$ cat src/rtl/seq_edge_8b_pos_gen.sv
// Eight independent edge generators: each input event becomes one high pulse
// followed by a guaranteed low gap; events arriving while busy are queued per lane.
module seq_edge_8b_pos_gen #(
    parameter int HIGH_CYCLES = 1,
    parameter int LOW_CYCLES  = 1,
    parameter int PEND_W      = 2
) (
    input  logic       clk,
    input  logic       reset_n,
    input  logic [7:0] in_,
    output logic [7:0] out,
    output logic [7:0] busy,
    output logic [7:0] overflow
);
    localparam int LANES   = 8;
    localparam int MAX_CYC = (HIGH_CYCLES > LOW_CYCLES) ? HIGH_CYCLES : LOW_CYCLES;
    localparam int CNT_W   = $clog2(MAX_CYC) + 1;

    localparam logic [CNT_W-1:0]  HIGH_LOAD = CNT_W'(HIGH_CYCLES - 1);
    localparam logic [CNT_W-1:0]  LOW_LOAD  = CNT_W'(LOW_CYCLES - 1);
    localparam logic [PEND_W-1:0] PEND_MAX  = '1;

    typedef enum logic [1:0] {
        IDLE = 2'd0,
        HIGH = 2'd1,
        GAP  = 2'd2
    } state_t;

    // Saturating pending update: +event -launch, held at PEND_MAX when full.
    function automatic logic [PEND_W-1:0] pend_next(
        input logic [PEND_W-1:0] pend,
        input logic              ev,
        input logic              launch
    );
        logic [PEND_W-1:0] res;
        res = pend;
        if (ev && !launch && (pend != PEND_MAX))
            res = pend + 1'b1;
        else if (!ev && launch)
            res = pend - 1'b1;
        return res;
    endfunction

    function automatic logic pend_drop(
        input logic [PEND_W-1:0] pend,
        input logic              ev,
        input logic              launch
    );
        return ev && !launch && (pend == PEND_MAX);
    endfunction

    for (genvar i = 0; i < LANES; i++) begin : g_lane
        state_t            state;
        logic [CNT_W-1:0]  cnt;
        logic [PEND_W-1:0] pend;
        logic              out_r;
        logic              ovf_r;
        logic              want;
        logic              last;
        logic              launch;

        // A launch from the last GAP cycle chains straight into HIGH.
        always_comb begin
            want   = in_[i] || (pend != '0);
            last   = (cnt == '0);
            launch = want && ((state == IDLE) || ((state == GAP) && last));
        end

        // ---- lane register stage ----
        always_ff @(posedge clk or negedge reset_n) begin
            if (!reset_n) begin
                state <= IDLE;
                cnt   <= '0;
                pend  <= '0;
                out_r <= 1'b0;
                ovf_r <= 1'b0;
            end else begin
                pend <= pend_next(pend, in_[i], launch);
                if (pend_drop(pend, in_[i], launch))
                    ovf_r <= 1'b1;

                if (launch) begin
                    state <= HIGH;
                    cnt   <= HIGH_LOAD;
                    out_r <= 1'b1;
                end else begin
                    case (state)
                        HIGH: begin
                            if (last) begin
                                state <= GAP;
                                cnt   <= LOW_LOAD;
                                out_r <= 1'b0;
                            end else begin
                                cnt <= cnt - 1'b1;
                            end
                        end
                        GAP: begin
                            if (last)
                                state <= IDLE;
                            else
                                cnt <= cnt - 1'b1;
                        end
                        IDLE: begin
                            out_r <= 1'b0;
                        end
                        default: begin
                            state <= IDLE;
                            out_r <= 1'b0;
                        end
                    endcase
                end
            end
        end

        assign out[i]      = out_r;
        assign overflow[i] = ovf_r;
        assign busy[i]     = (state != IDLE) || (pend != '0);
    end

endmodule
$ cat config.mk
export PLATFORM = sky130hd
export DESIGN_NAME = seq_edge_8b_pos_gen
export DESIGN_NICKNAME = d
export VERILOG_FILES = /design/src/rtl/seq_edge_8b_pos_gen.sv
export SDC_FILE = /design/constraint.sdc
export NUM_CORES = 1
export LEC_CHECK = 0
export CAP_MARGIN = 20
export CORE_ASPECT_RATIO = 0.7
export CORE_UTILIZATION = 40
export DETAILED_ROUTE_END_ITERATION = 7
export PLACE_DENSITY = 0.69
export SYNTH_ARGS = -nofsm -noshare
export SYNTH_HDL_FRONTEND = slang
export SYNTH_SLANG_ARGS = --single-unit
$ cat constraint.sdc
create_clock -name clk -period 1.8 [get_ports clk]
set_clock_uncertainty 0.1 [all_clocks]
set_input_delay 0.36 -clock clk [delete_from_list [all_inputs] [get_ports clk]]
set_output_delay 0.36 -clock clk [all_outputs]
set_load 0.005 [all_outputs]
* Yosys cells after proc, flatten, opt, wreduce, memory -nomap -nowiden
Index checks and enable logic that the tools add are counted.
** Word-level totals
- Output and inout bits :: 24
- Register bits after elaboration :: 56
- Logic and storage cells :: 384
** Cells by class
- Bitwise operators :: 8
- Equality and inequality tests :: 64
- Reduce and logical (&&, ||, !) cells :: 152
- Mux-type cells :: 96
- $add $sub $neg :: 24
** Operators with widths (number)
- two-way mux 2 bit :: 40
- nonzero test 2 bit :: 32
- logical AND 1 bit :: 48
- inequality test 2 bit (second input constant) :: 24
- inequality test 3 bit (second input constant) :: 16
- case mux 2 bit (3 select lines) :: 8
- two-way mux 1 bit :: 40
- == test 2 bit (second input constant) :: 16
- logical OR 1 bit :: 24
- AND reduction 3 bit :: 8
- adder 2 x 1 -> 2 bit (second input constant) :: 8
- == test 2 x 1 -> 1 bit (second input constant) :: 8
- zero test 1 bit :: 16
- zero test 2 bit :: 8
- case mux 1 bit (2 select lines) :: 8
- AND reduction 2 bit :: 8
- OR reduction 2 bit :: 8
- subtractor 2 x 1 -> 2 bit (second input constant) :: 8
- NOT 1 bit :: 8
- subtractor 1 bit (second input constant) :: 8

* Longest topological paths before layout
Gate-level depths: netlist (run 1).
- Depth after elaboration :: 8
- Gate-level depth with buffers :: 4
- Depth with buffers taken out :: 3

* Worst setup path before layout (run 1)
OpenSTA, ideal clock, no wires.
- Kind :: flip-flop to output port
- Start point :: register g_lane[7].pend[0]
- End point :: output busy[7]
- Slack :: 365 ps
- Arrival :: 975 ps
- Cell stages (with the launch flop) :: 3
- Path through :: dfrtp_1 buf_6 or4_4
** Between the ends
- Longest elaborated chain between the ends :: 2
** Ends and longest elaborated chain
- start, declared :: RTL line 55 : logic [PEND_W-1:0] pend;
- start signal, assigned :: RTL line 78 : pend <= pend_next(pend, in_[i], launch);
- nonzero test 2 bit :: RTL line 117 : assign busy[i] = (state != IDLE) || (pend != '0);
- logical OR 1 bit :: RTL line 117
- end, declared :: RTL line 12 : output logic [7:0] busy,
Every way passes these cells.

* Worst setup path after layout (run 1)
- Start point :: register g_lane[6].state[0]
- End point :: output busy[6]
** Between the ends
- Longest elaborated chain between the ends :: 2
** Ends and longest elaborated chain
- start, declared :: RTL line 53 : state_t state;
- start signal, assigned :: RTL line 72 : state <= IDLE;
- start signal, assigned :: RTL line 83 : state <= HIGH;
- start signal, assigned :: RTL line 90 : state <= GAP;
- nonzero test 2 bit :: RTL line 117
- logical OR 1 bit :: RTL line 117
Every way passes these cells.

==> impl_metrics.py, run 1 <==
metrics = {
    "final_layout": {
        "final_common_cell": "dfrtp_1",
        "nets": 261,
        "drive_above_1_share_pct": 22.2,
        "multiInputGateArea_um2": 712,
        "antennaDiodeCount": 0,
        "area_delta_synth_final_pct": 29.4,
        "seqCellArea_um2": 1200,
        "n_fill_cell": 445,
        "final_cell_mix": "48 x dfrtp_1, 30 x buf_4, 24 x clkdlybuf4s50_1, 20 x o21ai_0, 18 x a21oi_1",
    },
    "logic_synthesis": {
        "yosysTopAreaCell": "dfrtp_1",
        "syn_area_um2": 2070,
        "synth.avg_cell_area_um2": 10.4,
        "ys_seq_elements": 48,
        "synth_area_leaders": "dfrtp_1 58%, buf_4 5.8%, o21ai_0 4.8%",
        "ys_seq_area_share_pct": 58.0,
        "synth_top_area_share_pct": 58.0,
        "ys_types": 24,
        "ys_warn_count": 0,
        "syn_inst": 199,
        "syn_nets": 209,
    },
    "cts": {
        "insertion_delay_ns": 0.29,
        "numCtsBuffers": 5,
        "clk_pin_slew_ns": 0.09,
        "cts_tree": "yes",
        "clock_path_buffers": 2,
        "cts_root_buf": "clkbuf_8",
        "cts.sinks": 48,
        "cts_max_level": 2,
    },
    "run_status": {
        "outcome": "finished with violations",
        "violations": "setup timing",
    },
    "power_and_ir_drop": {
        "p_per_area_nw_per_um2": 1790,
        "p_total_mw": 4.78,
        "p_leak_nw": 1.15,
        "irDropWorstVdd_v": 0.000795,
    },
    "sta": {
        "max_freq_mhz": 551,
        "min_period_over_period_pct": 101,
        "maxSlewHeadroom_pct": 72.9,
        "maxSlewViolCount": 0,
        "period_minus_slack_ns": 1.81,
        "rsz0062_at_grt": "yes",
        "final_hold_viol_count": 0,
        "setup_ws_ns": -0.0136,
        "setup_viol": 3,
        "worst_slew_pin_slew_ns": 0.407,
    },
    "floorplan": {
        "chipWidth_um": 88.0,
        "io_pins": 34,
        "core_area_um2": 4890,
        "initial_core_util_pct": 42.3,
        "dieArea_um2": 5470,
        "fp-row-count": 21,
        "dieHeight_um": 62.2,
    },
    "worst_setup_path": {
        "crit_path_end_kind": "output pin",
        "path_max_fanout": 2,
        "worst_ep_arrival_time_ns": 1.35,
        "cp.required_ns": 1.34,
        "startpoint_type": "flop",
        "crit_type": "reg2out",
    },
    "global_route": {
        "grt_pass1_wl_um": 6260,
        "grt_max_degree": 22,
        "grt_remaining_overflow": 0,
        "track_usage_pct": 14.9,
        "grt_pass1_vias": 1407,
        "antenna_found_initial": 0,
    },
    "placement": {
        "io_buffer_count": 33,
        "post-place-ws_ns": -0.0321,
        "place_hpwl_um": 2790,
        "place_congestion": 0.764,
    },
    "detailed_routing": {
        "dr.pass1.iters": 4,
        "drt-wirelength-per-cell_um": 11.5,
        "num_vias": 1540,
        "routed_wl_um": 3700,
        "drtIter0Drc": 62,
        "drc": 0,
        "viasPerCell": 4.80,
        "route.antenna.remaining_nets": 0,
    },
    "run": {
        "cap_violations": 0,
    },
    "hold_path": {
        "hold_class": "reg2reg",
    },
}
final timing paths:
check | from | endpoint | slack (ns) | cells after the start
max | g_lane[6].state[0]$_DFFE_PN0P_ | busy[6] | -0.01 | 2
min | g_lane[4].state[1]$_DFFE_PN0P_ | g_lane[4].state[1]$_DFFE_PN0P_ | 0.37 | 1
max reg2reg | g_lane[1].pend[0]$_DFFE_PN0P_ | g_lane[1].out_r$_DFFE_PN0P_ | 0.58 | 4
min reg2reg | g_lane[4].state[1]$_DFFE_PN0P_ | g_lane[4].state[1]$_DFFE_PN0P_ | 0.37 | 1
max in group asynchronous | reset_n | g_lane[4].state[0]$_DFFE_PN0P_ | 0.65 | 3
min in group asynchronous | reset_n | g_lane[7].ovf_r$_DFFE_PN0P_ | 0.43 | 2
flip-flops by register name, indices dropped and copies added, names as in the netlist:
name and flops:
g_lane.pend 16, g_lane.out_r 8, g_lane.state 16, g_lane.ovf_r 8
cells in the mapped netlist:
cell and count:
and2_1 5, o21ai_0 20, nor3_1 11, a21boi_0 1, nor2_1 17, nand2_1 17
dfrtp_1 48, xor2_1 1, inv_1 3, buf_2 1, a41o_2 1, o22ai_1 6
a31o_2 5, or4_1 7, clkbuf_2 1, o221ai_1 1, or4_4 1, nor2b_1 12
buf_6 2, a21oi_1 18, xnor2_1 1, a41o_1 2, o21a_1 2, buf_4 16
worst max-delay path: stages (launching register included):
cell	delay, ns
dfrtp_1	0.39
or4_4	0.54
buf_6	0.13
cells by family (layout without fill, tap and decap cells):
group,count (synthesis),count (layout),share of synthesized area [%]
AND/OR/NAND/NOR,70,70,17.0
AO/OA/AOI/OAI,56,56,16.1
flip-flops,48,48,58.0
buffers and inverters,23,76,7.92
XOR/XNOR,2,2,0.847
power by group:
part / leakage (nW) / internal [mW] / switching (mW)
Clock: 0.0552 / 0.412 / 0.337
Sequential: 0.559 / 1.60 / 0.278
Combinational: 0.534 / 1.22 / 0.942
Total: 1.15 / 3.23 / 1.56
stage by stage:
step	setup TNS, ns	util [%]	cell area, um2	hold slack [ns]	std cells
4_1_cts	-0.105	54.7	2670	0.368	321
3_5_place_dp	-0.0682	52.5	2570	0.209	311
2_1_floorplan	0	-	2070	-0.0356	199
6_report	-0.0257	54.8	2680	0.365	321
5_1_grt	-0.275	54.8	2680	0.386	321
3_3_place_gp	-0.0116	52.5	2570	0.213	311
repair_timing:
| action | CTS | global route |
|---|---|---|
| hold buffers | 1 | 0 |
| buffers inserted | 1 | 0 |
| setup endpoints to repair | 8 | 8 |
| pin swaps | 3 | 3 |
| hold endpoints to repair | 15 | 0 |
| gates resized for setup | 35 | 1 |
| gates cloned | 0 | 0 |
final cells by class:
| class | instances | area share, % |
|---|---|---|
| clock buffer | 6 | 2.71 |
| clock inverter | 2 | 1.31 |
| inverter | 3 | 0.421 |
| multi-input combinational | 128 | 26.6 |
| sequential | 48 | 44.9 |
| tap | 69 | 3.22 |
| timing repair buffer | 65 | 20.9 |
layer usage:
metal	vias up	track usage [%]	part of all wire [%]
li1	792	-	-
met1	715	22.2	54
met2	29	20.8	41
met3	4	3.86	4.3
met4	0	5.53	0.95
met5	-	0	0
(Power assumes the default switching activity.)
==> run 2: changes to the inputs <==
--- a/config.mk
+++ b/config.mk
@@ -9,7 +9,7 @@
 export CORE_ASPECT_RATIO = 0.7
 export CORE_UTILIZATION = 40
 export DETAILED_ROUTE_END_ITERATION = 7
-export PLACE_DENSITY = 0.69
+export PLACE_DENSITY = 0.72
 export SYNTH_ARGS = -nofsm -noshare
 export SYNTH_HDL_FRONTEND = slang
 export SYNTH_SLANG_ARGS = --single-unit
==> run 2 against run 1 <==
  * The flow still finishes with violations (setup timing)
  * Non-clock buffer count grew 1
  * Clock power shrank 14%
  * Largest cell class unchanged
  * Via count grew 1.8%
  * Maximum frequency is essentially flat
  * Critical path depth is the same
  * Cell area shrank 0.19%
  * Sequential cell count is the same
  * Count of clock-buffer cells in the layout is the same
  * Cell count is the same
  * Total power shrank 1.4%
==> impl_metrics.py, run 2 (synthesis gave the netlist of run 1 again) <==
metrics = {
    "sta": {
        "setup_ws_ns": -0.0148,
        "max_freq_mhz": 551,
        "maxSlewViolCount": 0,
        "final_hold_viol_count": 0,
        "worst_slew_pin_slew_ns": 0.378,
        "period_minus_slack_ns": 1.81,
        "rsz0062_at_grt": "yes",
        "setup_viol": 3,
        "maxSlewHeadroom_pct": 74.6,
        "min_period_over_period_pct": 101,
        "holdWs_ns": 0.360,
    },
    "detailed_routing": {
        "drtIter0Drc": 84,
        "drc": 0,
        "routed_wl_um": 3810,
        "viasPerCell": 4.88,
        "route.antenna.remaining_nets": 0,
        "dr.pass1.iters": 4,
        "num_vias": 1567,
        "drt-wirelength-per-cell_um": 11.9,
    },
    "final_layout": {
        "final_cell_count_no_fill": 321,
        "n_fill_cell": 450,
        "final_cell_mix": "48 x dfrtp_1, 31 x buf_4, 24 x clkdlybuf4s50_1, 20 x o21ai_0, 18 x a21oi_1",
        "drive_above_1_share_pct": 23.0,
        "final_common_cell": "dfrtp_1",
        "seqCellArea_um2": 1200,
        "antennaDiodeCount": 0,
        "reg_top3": "g_lane.pend x16, g_lane.state x16",
        "multiInputGateArea_um2": 716,
        "nets": 262,
        "area_delta_synth_final_pct": 29.1,
    },
    "global_route": {
        "grt_max_degree": 49,
        "grt_remaining_overflow": 0,
        "track_usage_pct": 15.2,
        "antenna_found_initial": 0,
        "grt_pass1_wl_um": 6510,
        "grt_pass1_vias": 1481,
    },
    "run": {
        "cap_violations": 0,
    },
    "cts": {
        "clk_pin_slew_ns": 0.09,
        "numCtsBuffers": 5,
        "clock_path_buffers": 2,
        "insertion_delay_ns": 0.29,
        "cts_tree": "yes",
        "cts_root_buf": "clkbuf_8",
        "cts_max_level": 2,
        "cts.sinks": 48,
    },
    "floorplan": {
        "fp-row-count": 21,
        "dieArea_um2": 5470,
        "dieHeight_um": 62.2,
        "io_pins": 34,
        "core_area_um2": 4890,
        "initial_core_util_pct": 42.3,
        "chipWidth_um": 88.0,
    },
    "worst_setup_path": {
        "crit_path_end_kind": "output pin",
        "startpoint_type": "flop",
        "startpoint": "g_lane[3].pend[0]$_DFFE_PN0P_",
        "cp.required_ns": 1.34,
        "r2r_start": "g_lane[5].pend[1]$_DFFE_PN0P_",
        "path_max_fanout": 2,
        "worst_ep_arrival_time_ns": 1.35,
        "reg2regPathDepth": 4,
        "crit_type": "reg2out",
    },
    "placement": {
        "post-place-ws_ns": -0.0101,
        "place_congestion": 0.742,
        "place_inst": 310,
        "place_hpwl_um": 2630,
        "io_buffer_count": 33,
    },
    "power_and_ir_drop": {
        "p_per_area_nw_per_um2": 1770,
        "p_leak_nw": 1.15,
        "irDropWorstVdd_v": 0.000817,
    },
    "hold_path": {
        "hold_class": "reg2reg",
        "whs_path_depth": 1,
        "hold_start": "g_lane[7].state[1]$_DFFE_PN0P_",
    },
    "run_status": {
        "violations": "setup timing",
        "outcome": "finished with violations",
    },
}
-- run 2: report_power, final --
part	leakage [nW]	internal (mW)	total, mW	switching, mW
registers	0.559	1.60	1.87	0.276
logic	0.540	1.25	2.20	0.949
clock network	0.0473	0.307	0.647	0.340
-- run 2: path summary, 6_finish.rpt --
| kind | endpoint | slack [ns] |
|---|---|---|
| max in group asynchronous | g_lane[3].state[0]$_DFFE_PN0P_ | 0.89 |
| worst max-delay path | busy[3] | -0.01 |
| min in group asynchronous | g_lane[0].state[1]$_DFFE_PN0P_ | 0.47 |
| worst min-delay path | g_lane[7].state[1]$_DFFE_PN0P_ | 0.36 |
| worst max register to register | g_lane[5].pend[0]$_DFFE_PN0P_ | 0.44 |
| worst min register to register | g_lane[7].state[1]$_DFFE_PN0P_ | 0.36 |
-- run 2: layout make-up --
| class | count | area share, % |
|---|---|---|
| Multi-Input combinational cell | 128 | 26.8 |
| Clock buffer | 6 | 3.09 |
| Clock inverter | 1 | 0.328 |
| Tap cell | 69 | 3.23 |
| Inverter | 3 | 0.421 |
| Sequential cell | 48 | 44.9 |
| Timing Repair Buffer | 66 | 21.2 |
-- run 2: repair_timing --
action / CTS / global route
buffers inserted: 0 / 3
gates resized for setup: 34 / 4
hold endpoints to repair: 48 / 0
hold buffers: 1 / 0
setup endpoints to repair: 8 / 8
pin swaps: 5 / 2
-- run 2: critical path, stage by stage, from the launching register on --
cell     delay [ns]
dfrtp_1        0.39
or4_4          0.54
buf_2          0.14
-- run 2: metrics by stage --
stage | total power, mW | cell area, um2 | setup TNS (ns) | util (%)
6_report | 4.72 | 2670 | -0.0254 | 54.7
5_1_grt | 5.10 | 2670 | -0.377 | 54.7
4_1_cts | 4.68 | 2630 | -0.0696 | 53.8
3_5_place_dp | 4.05 | 2560 | -0.0222 | 52.4
3_3_place_gp | 3.98 | 2560 | -0.00709 | 52.4
2_1_floorplan | 3.09 | 2070 | 0 | -
-- run 2: metal layers --
| metal | part of all wire, % | up-vias | track usage, % |
|---|---|---|---|
| met2 | 43 | 34 | 22.7 |
| met1 | 52 | 740 | 21.7 |
| met5 | 0 | - | 0 |
| met4 | 0.42 | 0 | 3.89 |
| li1 | - | 791 | - |
| met3 | 4.1 | 2 | 4.39 |
==> run 3: changes to the inputs <==
--- a/config.mk
+++ b/config.mk
@@ -5,11 +5,13 @@
 export SDC_FILE = /design/constraint.sdc
 export NUM_CORES = 1
 export LEC_CHECK = 0
+export ABC_CLOCK_PERIOD_IN_PS = 1800
 export CAP_MARGIN = 20
 export CORE_ASPECT_RATIO = 0.7
 export CORE_UTILIZATION = 40
 export DETAILED_ROUTE_END_ITERATION = 7
 export PLACE_DENSITY = 0.72
+export SKIP_CTS_REPAIR_TIMING = 1
 export SYNTH_ARGS = -nofsm -noshare
 export SYNTH_HDL_FRONTEND = slang
 export SYNTH_SLANG_ARGS = --single-unit
==> run 3 against run 2 <==
  * Cell count down 0.31%
  * Register-to-register slack about the same
  * Critical path depth stayed put
  * Setup slack improved by 0.014 ns
  * Total power down 0.78%
  * Critical path type unchanged
  * Clock power is essentially flat
  * Die area is the same
  * Sequential power is essentially flat
  * The flow still finishes with violations (setup timing)
  * Largest power group unchanged
  * Non-clock buffer count fell by 1
==> impl_metrics.py, run 3 (synthesis gave the netlist of run 1 again) <==
metrics = {
    "sta": {
        "period_minus_slack_ns": 1.80,
        "holdWs_ns": 0.361,
        "maxSlewViolCount": 0,
        "worst_slew_pin_slew_ns": 0.388,
        "setup_viol": 1,
        "maxSlewHeadroom_pct": 73.9,
        "final_hold_viol_count": 0,
        "min_period_over_period_pct": 100,
        "rsz0062_at_grt": "yes",
        "setup_ws_ns": -0.00106,
        "max_freq_mhz": 555,
    },
    "worst_setup_path": {
        "crit_type": "reg2out",
        "crit_path_end_kind": "output pin",
        "critPathBufInv": 1,
        "cp.required_ns": 1.34,
        "worst_ep_arrival_time_ns": 1.34,
        "startpoint_type": "flop",
        "crit_path_max_incr_delay_ns": 0.54,
        "crit_chain": "or4_4 > clkbuf_2",
        "crit_family": "simple AND/OR/NAND/NOR gates",
        "path_max_fanout": 2,
        "slowest_stage": "or4_4",
    },
    "cts": {
        "insertion_delay_ns": 0.29,
        "cts_max_level": 2,
        "clk_pin_slew_ns": 0.09,
        "clock_path_buffers": 2,
        "cts_tree": "yes",
        "cts_root_buf": "clkbuf_8",
        "cts.sinks": 48,
        "numCtsBuffers": 5,
    },
    "final_layout": {
        "drive_above_1_share_pct": 23.1,
        "antennaDiodeCount": 0,
        "area_delta_synth_final_pct": 28.1,
        "final_common_cell": "dfrtp_1",
        "nets": 261,
        "n_fill_cell": 450,
        "final_cell_mix": "48 x dfrtp_1, 30 x buf_4, 24 x clkdlybuf4s50_1, 20 x o21ai_0, 18 x a21oi_1",
        "reg_top3": "g_lane.pend x16, g_lane.state x16",
    },
    "floorplan": {
        "initial_core_util_pct": 42.3,
        "core_area_um2": 4890,
        "io_pins": 34,
        "chipWidth_um": 88.0,
        "dieHeight_um": 62.2,
        "fp-row-count": 21,
        "dieArea_um2": 5470,
    },
    "power_and_ir_drop": {
        "p_per_area_nw_per_um2": 1770,
        "irDropWorstVdd_v": 0.000819,
        "p_leak_nw": 1.14,
    },
    "detailed_routing": {
        "routed_wl_um": 3870,
        "drt-wirelength-per-cell_um": 12.1,
        "num_vias": 1574,
        "dr.pass1.iters": 4,
        "drc": 0,
        "route.antenna.remaining_nets": 0,
        "viasPerCell": 4.92,
        "drtIter0Drc": 72,
    },
    "placement": {
        "post-place-ws_ns": -0.0101,
        "io_buffer_count": 33,
        "place_hpwl_um": 2630,
        "place_congestion": 0.742,
    },
    "global_route": {
        "grt_pass1_vias": 1469,
        "track_usage_pct": 15.1,
        "antenna_found_initial": 0,
        "grt_pass1_wl_um": 6480,
        "grt_max_degree": 49,
        "grt_remaining_overflow": 0,
    },
    "hold_path": {
        "hold_class": "reg2reg",
    },
    "run_status": {
        "violations": "setup timing",
        "outcome": "finished with violations",
    },
    "run": {
        "cap_violations": 0,
    },
}
-- run 3: changes by cell type in the layout (fill, tap and decap cells not counted) --
cell	change
clkbuf_2	+8
buf_4	-1
or4_4	+1
buf_6	-3
or4_1	-1
buf_2	-5
-- run 3: where the power goes --
| group | internal [mW] | total [mW] | switching, mW |
|---|---|---|---|
| logic | 1.21 | 2.15 | 0.940 |
| registers | 1.60 | 1.89 | 0.290 |
| clock network | 0.307 | 0.647 | 0.340 |
-- run 3: stage by stage --
| step | std cells | area [um2] | total power, mW | TNS (ns) | utilization [%] |
|---|---|---|---|---|---|
| after CTS | 317 | 2650 | 4.71 | -2.68 | 54.2 |
| final | 320 | 2650 | 4.68 | -0.00106 | 54.2 |
| after global placement | 310 | 2560 | 3.98 | -0.00709 | 52.4 |
| after floorplan | 199 | 2070 | 3.09 | 0 | - |
| after detailed placement | 310 | 2560 | 4.05 | -0.0222 | 52.4 |
| after global routing | 320 | 2650 | 5.06 | -0.291 | 54.2 |
-- run 3: cell type report --
| class | instances | area [um2] | area share, % |
|---|---|---|---|
| Clock buffer | 6 | 82.6 | 3.12 |
| Clock inverter | 1 | 8.76 | 0.331 |
| Inverter | 3 | 11.3 | 0.425 |
| Multi-Input combinational cell | 128 | 719 | 27.1 |
| Sequential cell | 48 | 1200 | 45.3 |
| Tap cell | 69 | 86.3 | 3.26 |
| Timing Repair Buffer | 65 | 541 | 20.4 |
-- run 3: path summary, 6_finish.rpt --
kind	from	end	slack, ns	cells past startpoint
min in group asynchronous	reset_n	g_lane[0].state[1]$_DFFE_PN0P_	0.47	3
worst min register to register	g_lane[7].state[1]$_DFFE_PN0P_	g_lane[7].state[1]$_DFFE_PN0P_	0.36	1
worst min-delay path	g_lane[7].state[1]$_DFFE_PN0P_	g_lane[7].state[1]$_DFFE_PN0P_	0.36	1
worst max-delay path	g_lane[3].pend[0]$_DFFE_PN0P_	busy[3]	-0.001	2
worst max register to register	g_lane[5].pend[1]$_DFFE_PN0P_	g_lane[5].pend[0]$_DFFE_PN0P_	0.43	4
max in group asynchronous	reset_n	g_lane[3].state[0]$_DFFE_PN0P_	0.89	3
-- run 3: per-layer routing --
metal	GRT usage, %	up-vias	part of all wire, %
met4	3.89	0	0.41
met1	21.7	749	51
met5	0	-	0
li1	-	784	-
met2	22.5	39	44
met3	4.39	2	4.2
